--- src/rtl/muldiv_pkg.sv ---
// Shared types and constants for the iterative multiply/divide unit.
package muldiv_pkg;

    localparam int DEFAULT_WIDTH = 32;
    localparam int DEFAULT_AW    = 5;
    localparam int CNT_W         = 5;
    localparam logic [CNT_W-1:0] ITER_LAST = 5'd31;

    typedef enum logic [1:0] {
        OP_MUL   = 2'b00,
        OP_MULHU = 2'b01,
        OP_DIVU  = 2'b10,
        OP_REMU  = 2'b11
    } op_e;

    typedef enum logic [1:0] {
        IDLE = 2'b00,
        RUN  = 2'b01,
        WB   = 2'b10
    } state_e;

    function automatic logic is_div(input op_e op);
        return op[1];
    endfunction

endpackage

--- src/rtl/muldiv_if.sv ---
// Request/busy/done handshake plus register-file write-back port.
interface muldiv_if #(
    parameter int WIDTH = 32,
    parameter int AW    = 5
);
    logic             start;
    logic [1:0]       op;
    logic [WIDTH-1:0] src_a;
    logic [WIDTH-1:0] src_b;
    logic [AW-1:0]    dest;
    logic             busy;
    logic             done;
    logic             wb_we;
    logic [AW-1:0]    wb_addr;
    logic [WIDTH-1:0] wb_data;

    modport master (
        output start, op, src_a, src_b, dest,
        input  busy, done, wb_we, wb_addr, wb_data
    );

    modport slave (
        input  start, op, src_a, src_b, dest,
        output busy, done, wb_we, wb_addr, wb_data
    );
endinterface

--- src/rtl/muldiv_unit.sv ---
// Iterative unsigned MUL/MULHU/DIVU/REMU: 32 iterations, then a one-cycle
// register-file write-back. One accumulator/operand pair serves both paths.
module muldiv_unit
    import muldiv_pkg::*;
#(
    parameter int WIDTH = DEFAULT_WIDTH,
    parameter int AW    = DEFAULT_AW
) (
    input  logic    clk,
    input  logic    rst,
    muldiv_if.slave bus
);

    state_e             state;
    op_e                op_r;
    logic [CNT_W-1:0]   cnt;
    logic [AW-1:0]      dest_r;
    logic [2*WIDTH-1:0] acc;
    logic [WIDTH-1:0]   opnd;
    logic               done_r;
    logic               wb_we_r;
    logic [AW-1:0]      wb_addr_r;
    logic [WIDTH-1:0]   wb_data_r;

    logic [WIDTH:0]     mul_sum;
    logic [WIDTH:0]     rem_shift;
    logic [WIDTH+1:0]   div_sub;
    logic               div_borrow;
    logic [2*WIDTH-1:0] acc_next;
    logic [WIDTH-1:0]   result_next;
    logic [1:0]         unused_sub_top;

    // Multiply keeps the multiplier in the low half and shifts the product in
    // from the top; divide keeps {remainder, quotient} and shifts left.
    always_comb begin
        mul_sum        = {1'b0, acc[2*WIDTH-1:WIDTH]} + {1'b0, opnd};
        rem_shift      = {acc[2*WIDTH-1:WIDTH], acc[WIDTH-1]};
        div_sub        = {1'b0, rem_shift} - {2'b00, opnd};
        div_borrow     = div_sub[WIDTH+1];
        unused_sub_top = div_sub[WIDTH+1:WIDTH];
        acc_next       = acc;
        if (is_div(op_r)) begin
            if (div_borrow)
                acc_next = {rem_shift[WIDTH-1:0], acc[WIDTH-2:0], 1'b0};
            else
                acc_next = {div_sub[WIDTH-1:0], acc[WIDTH-2:0], 1'b1};
        end else begin
            if (acc[0])
                acc_next = {mul_sum, acc[WIDTH-1:1]};
            else
                acc_next = {1'b0, acc[2*WIDTH-1:1]};
        end
        case (op_r)
            OP_MUL,  OP_DIVU: result_next = acc_next[WIDTH-1:0];
            default:          result_next = acc_next[2*WIDTH-1:WIDTH];
        endcase
    end

    always_ff @(posedge clk or posedge rst) begin
        if (rst) begin
            state     <= IDLE;
            op_r      <= OP_MUL;
            cnt       <= '0;
            dest_r    <= '0;
            acc       <= '0;
            opnd      <= '0;
            done_r    <= 1'b0;
            wb_we_r   <= 1'b0;
            wb_addr_r <= '0;
            wb_data_r <= '0;
        end else begin
            case (state)
                IDLE: begin
                    if (bus.start) begin
                        op_r   <= op_e'(bus.op);
                        dest_r <= bus.dest;
                        cnt    <= '0;
                        if (is_div(op_e'(bus.op))) begin
                            opnd <= bus.src_b;
                            acc  <= {{WIDTH{1'b0}}, bus.src_a};
                        end else begin
                            opnd <= bus.src_a;
                            acc  <= {{WIDTH{1'b0}}, bus.src_b};
                        end
                        state <= RUN;
                    end
                end
                RUN: begin
                    acc <= acc_next;
                    cnt <= cnt + 1'b1;
                    if (cnt == ITER_LAST) begin
                        done_r    <= 1'b1;
                        wb_we_r   <= (dest_r != '0);
                        wb_addr_r <= dest_r;
                        wb_data_r <= result_next;
                        state     <= WB;
                    end
                end
                WB: begin
                    done_r    <= 1'b0;
                    wb_we_r   <= 1'b0;
                    wb_addr_r <= '0;
                    wb_data_r <= '0;
                    state     <= IDLE;
                end
                default: state <= IDLE;
            endcase
        end
    end

    assign bus.busy    = (state != IDLE);
    assign bus.done    = done_r;
    assign bus.wb_we   = wb_we_r;
    assign bus.wb_addr = wb_addr_r;
    assign bus.wb_data = wb_data_r;

endmodule

--- src/flat_wrapper.sv ---
// flat-port wrapper written by rule: the top's interface ports become plain ports
module muldiv_unit_flat import muldiv_pkg::*;
#(
    parameter int WIDTH = DEFAULT_WIDTH,
    parameter int AW    = DEFAULT_AW
)
  (clk, rst, bus_start, bus_op, bus_src_a, bus_src_b, bus_dest, bus_busy, bus_done, bus_wb_we, bus_wb_addr, bus_wb_data);
  muldiv_if #(.WIDTH(WIDTH), .AW(AW)) bus_i ();
  input  logic clk;
  input  logic rst;
  input wire logic [$bits(bus_i.start)-1:0] bus_start;
  input wire logic [$bits(bus_i.op)-1:0] bus_op;
  input wire logic [$bits(bus_i.src_a)-1:0] bus_src_a;
  input wire logic [$bits(bus_i.src_b)-1:0] bus_src_b;
  input wire logic [$bits(bus_i.dest)-1:0] bus_dest;
  output wire logic [$bits(bus_i.busy)-1:0] bus_busy;
  output wire logic [$bits(bus_i.done)-1:0] bus_done;
  output wire logic [$bits(bus_i.wb_we)-1:0] bus_wb_we;
  output wire logic [$bits(bus_i.wb_addr)-1:0] bus_wb_addr;
  output wire logic [$bits(bus_i.wb_data)-1:0] bus_wb_data;
  assign bus_i.start = bus_start;
  assign bus_i.op = bus_op;
  assign bus_i.src_a = bus_src_a;
  assign bus_i.src_b = bus_src_b;
  assign bus_i.dest = bus_dest;
  assign bus_busy = bus_i.busy;
  assign bus_done = bus_i.done;
  assign bus_wb_we = bus_i.wb_we;
  assign bus_wb_addr = bus_i.wb_addr;
  assign bus_wb_data = bus_i.wb_data;
  muldiv_unit #(.WIDTH(WIDTH), .AW(AW)) u_core (.clk(clk), .rst(rst), .bus(bus_i));
endmodule
--- config.mk ---
export PLATFORM = sky130hd
export DESIGN_NAME = muldiv_unit_flat
export DESIGN_NICKNAME = d
export VERILOG_FILES = /design/src/rtl/muldiv_pkg.sv /design/src/rtl/muldiv_if.sv /design/src/rtl/muldiv_unit.sv /design/src/flat_wrapper.sv
export SDC_FILE = /design/constraint.sdc
export NUM_CORES = 1
export LEC_CHECK = 0
export ABC_AREA = 1
export CORE_MARGIN = 1
export CORE_UTILIZATION = 50
export CTS_CLUSTER_DIAMETER = 50
export DETAILED_ROUTE_END_ITERATION = 16
export DONT_BUFFER_PORTS = 1
export PLACE_DENSITY_LB_ADDON = 0.12
export SYNTH_ARGS = -nofsm -noshare
export SYNTH_HDL_FRONTEND = slang
export SYNTH_SLANG_ARGS = --single-unit
--- constraint.sdc ---
create_clock -name clk -period 7.9 [get_ports clk]
set_input_delay 1.185 -clock clk [delete_from_list [all_inputs] [get_ports clk]]
set_output_delay 1.185 -clock clk [all_outputs]
set_load 0.1 [all_outputs]
==> run_results.csv <==
group,metric,value,unit
status,status,"completed",
yosys,ys_seq_area_share,28.8,%
layout,num-fill-cells,2674,
routing,post_drt_wl_per_cell,17.9,µm
critical_path,cp.arrival,3.58,ns
global_routing,antenna_found_initial,0,
critical_path,start_kind,"input port",
sta,slew_headroom,24.1,%
sta,hold_viol_final,0,
critical_path,worstPathRequired,8.17,ns
sta,timing.fmax,302,MHz
sta,setup_viol,0,
placement,portBuffers,0,
hold_path,hold_class,"reg2reg",
yosys,ys_warn_count,0,
die,core,25300,µm²
critical_path,crit_fanout,92,
placement,place_hpwl,33500,µm
clock_tree,cts_resized,0,
yosys,syn_avg_cell_area,6.13,µm²
critical_path,critPathKind,"in2reg",
die,die_x,163,µm
clock_tree,clk_latency,0.43,ns
sta,fin_skew,0.0110,ns
clock_tree,root_buffer,"clkbuf_16",
routing,antenna_left,0,
yosys,synth_edf_count,0,
yosys,synthTopCellsByCount,"nand2_1, inv_1, dfrtp_1",
routing,drt_iter0_markers,1145,
global_routing,first_global_vias,12079,
clock_tree,tritoncts,"yes",
die,start_util,51.2,%
layout,final_nets,2205,
global_routing,grt_start_max_net_pins,93,
clock_tree,clkSlewWorstSetupHoldPaths,0.06,ns
yosys,syn_area,12900,µm²
yosys,netlist_instances,2107,
yosys,yosysTopAreaCell,"dfrtp_1",
die,rows,58,
sta,tightest_slew,1.14,ns
yosys,yosys_register_bits,149,
clock_tree,clock-sinks,149,
yosys,synth_area_leaders,"dfrtp_1, nand2_1, inv_1",
layout,antenna_cells,0,
critical_path,worstSetupEndpointType,"flop",
routing,routed_via_density,5.44,
layout,drive_above_1_share,3.66,%
yosys,yosysTopAreaCellShare,28.8,%
clock_tree,max-clock-path-buffers,2,
layout,area_growth,5.77,%
yosys,post_synth_num_cell_types,44,
clock_tree,post_cts_buffers,0,
die,ios,114,
sta,min_period,3.31,ns
yosys,synthMostInstantiatedCell,"nand2_1",
yosys,synth.net_count,2249,
placement,gp_congestion,0.978,
routing,vias,13096,
die,dieArea,26500,µm²
routing,dr.pass1.iters,5,
sta,fin_tns_setup,0,ns
global_routing,grt_pass1_wl,67100,µm
clock_tree,htreeDepth,4,
global_routing,globalRoute.totalOverflow,0,
yosys,synth-main-ff-cell,"dfrtp_1",
yosys,async_flop_share,100,%
job,maxCapViolCount,0,
sta,finalCritPeriodShare,41.9,%
clock_tree,postCtsHoldBufs,0,
global_routing,grt_usage,33.3,%
routing,drc_errors,0,
sta,grt_setup_unrepaired,"false",
sta,slew_viol_final,0,
routing,drt_wl_total,43100,µm
clock_tree,cts_buffers,17,
die,chipHeight,163,µm
path summary, 6_finish.rpt:
path	start	to	slack (ns)	depth (start not counted)
hold / removal	u_core.dest_r[1]$_DFFE_PP0P_	u_core.dest_r[1]$_DFFE_PP0P_	0.52	2
setup / recovery	bus_start	u_core.acc[22]$_DFFE_PP0P_	4.59	7
hold reg to reg	u_core.dest_r[1]$_DFFE_PP0P_	u_core.dest_r[1]$_DFFE_PP0P_	0.52	2
min in group asynchronous	rst	u_core.cnt[1]$_DFFE_PP0P_	0.79	1
max in group asynchronous	rst	u_core.opnd[27]$_DFFE_PP0P_	5.81	2
setup reg to reg	u_core.opnd[12]$_DFFE_PP0P_	u_core.bus.wb_data[23]$_DFFE_PP0P_	4.67	15
worst max-delay path, stage by stage:
cell,delay [ns]
nand2_1,0.53
inv_2,0.16
buf_4,0.72
nor2_1,0.12
inv_1,0.08
buf_4,0.53
o221ai_1,0.20
layout by cell type (no fill, tap or decap), types with 2 or more instances in the layout:
| cell | synthesis | layout |
|---|---|---|
| clkbuf_16 | 0 | 17 |
| fa_1 | 2 | 2 |
| o22ai_1 | 32 | 32 |
| mux2i_1 | 3 | 3 |
| nand2_1 | 841 | 841 |
| a31oi_1 | 13 | 13 |
| nand2_2 | 9 | 9 |
| o21ai_0 | 111 | 111 |
| o21bai_1 | 7 | 7 |
| a32o_1 | 10 | 10 |
| nand3_1 | 89 | 89 |
| inv_1 | 365 | 363 |
| bufinv_16 | 0 | 2 |
| nor3_1 | 7 | 7 |
| nand2_4 | 2 | 2 |
| nand3b_1 | 7 | 7 |
| buf_4 | 4 | 12 |
| clkinv_2 | 0 | 2 |
| dfrtp_1 | 149 | 148 |
| clkinv_4 | 0 | 3 |
| o211a_1 | 7 | 7 |
| clkbuf_1 | 57 | 2 |
| nand4_1 | 10 | 10 |
| inv_2 | 3 | 4 |
| o221ai_1 | 11 | 11 |
| o211ai_1 | 31 | 31 |
| xor2_1 | 4 | 4 |
| nor2_2 | 3 | 3 |
| xnor2_1 | 23 | 23 |
| nor2_1 | 115 | 115 |
| inv_6 | 0 | 5 |
| a22o_1 | 5 | 5 |
| a21oi_1 | 86 | 86 |
| ha_1 | 66 | 66 |
| and2_1 | 2 | 2 |
| clkinvlp_4 | 0 | 2 |
| nand3_2 | 11 | 11 |
flip-flops by register name (all words and copies together), names as in the netlist:
name	flops
u_core.bus.wb_we	1
u_core.acc	64
u_core.op_r	2
u_core.bus.wb_addr	5
u_core.opnd	32
u_core.bus.wb_data	32
u_core.cnt	5
u_core.dest_r	5
u_core.bus.done	1
u_core.state	2
cell type report:
cell class / instances / area [µm²] / share of cell area [%]
Inverter: 368 / 1390 / 10.1
Tap cell: 330 / 413 / 3.02
Multi-Input combinational cell: 1515 / 7470 / 54.7
Clock inverter: 13 / 146 / 1.07
Timing Repair Buffer: 12 / 90.1 / 0.659
Clock buffer: 19 / 433 / 3.17
Sequential cell: 149 / 3730 / 27.3
metal layers:
| layer | global-route usage (%) | wire (µm) | share of wire [%] |
|---|---|---|---|
| met1 | 49.4 | 20400 | 47 |
| met2 | 50.4 | 18600 | 43 |
| met3 | 4.74 | 3320 | 7.7 |
| met4 | 8.50 | 787 | 1.8 |
| met5 | 0 | 0 | 0 |
logic make-up (layout without fill, tap and decap cells):
group | Yosys count | count (layout) | share of synthesized area [%]
adders and majority gates | 68 | 68 | 6.70
and+or+nand+nor | 1099 | 1099 | 34.3
muxes | 3 | 3 | 0.232
AOI/OAI and AO/OA | 318 | 318 | 14.8
buffers and inverters | 443 | 412 | 13.3
xor gates and xnor gates | 27 | 27 | 1.83
DFF | 149 | 149 | 28.8
stage by stage:
| stage | setup slack [ns] | hold slack, ns | utilization [%] | std cells | instance area, µm² |
|---|---|---|---|---|---|
| 2_1_floorplan | 2.71 | 0.471 | - | 2107 | 12900 |
| 3_3_place_gp | 4.25 | 0.489 | 51.8 | 2374 | 13100 |
| 3_5_place_dp | 4.18 | 0.496 | 51.8 | 2374 | 13100 |
| 4_1_cts | 4.64 | 0.513 | 54.1 | 2406 | 13700 |
| 5_1_grt | 4.34 | 0.538 | 54.1 | 2406 | 13700 |
| 6_report | 4.59 | 0.516 | 54.1 | 2406 | 13700 |
Power is not shown: default switching activity piles up to over one toggle a cycle in this logic, so the estimate is an artifact.
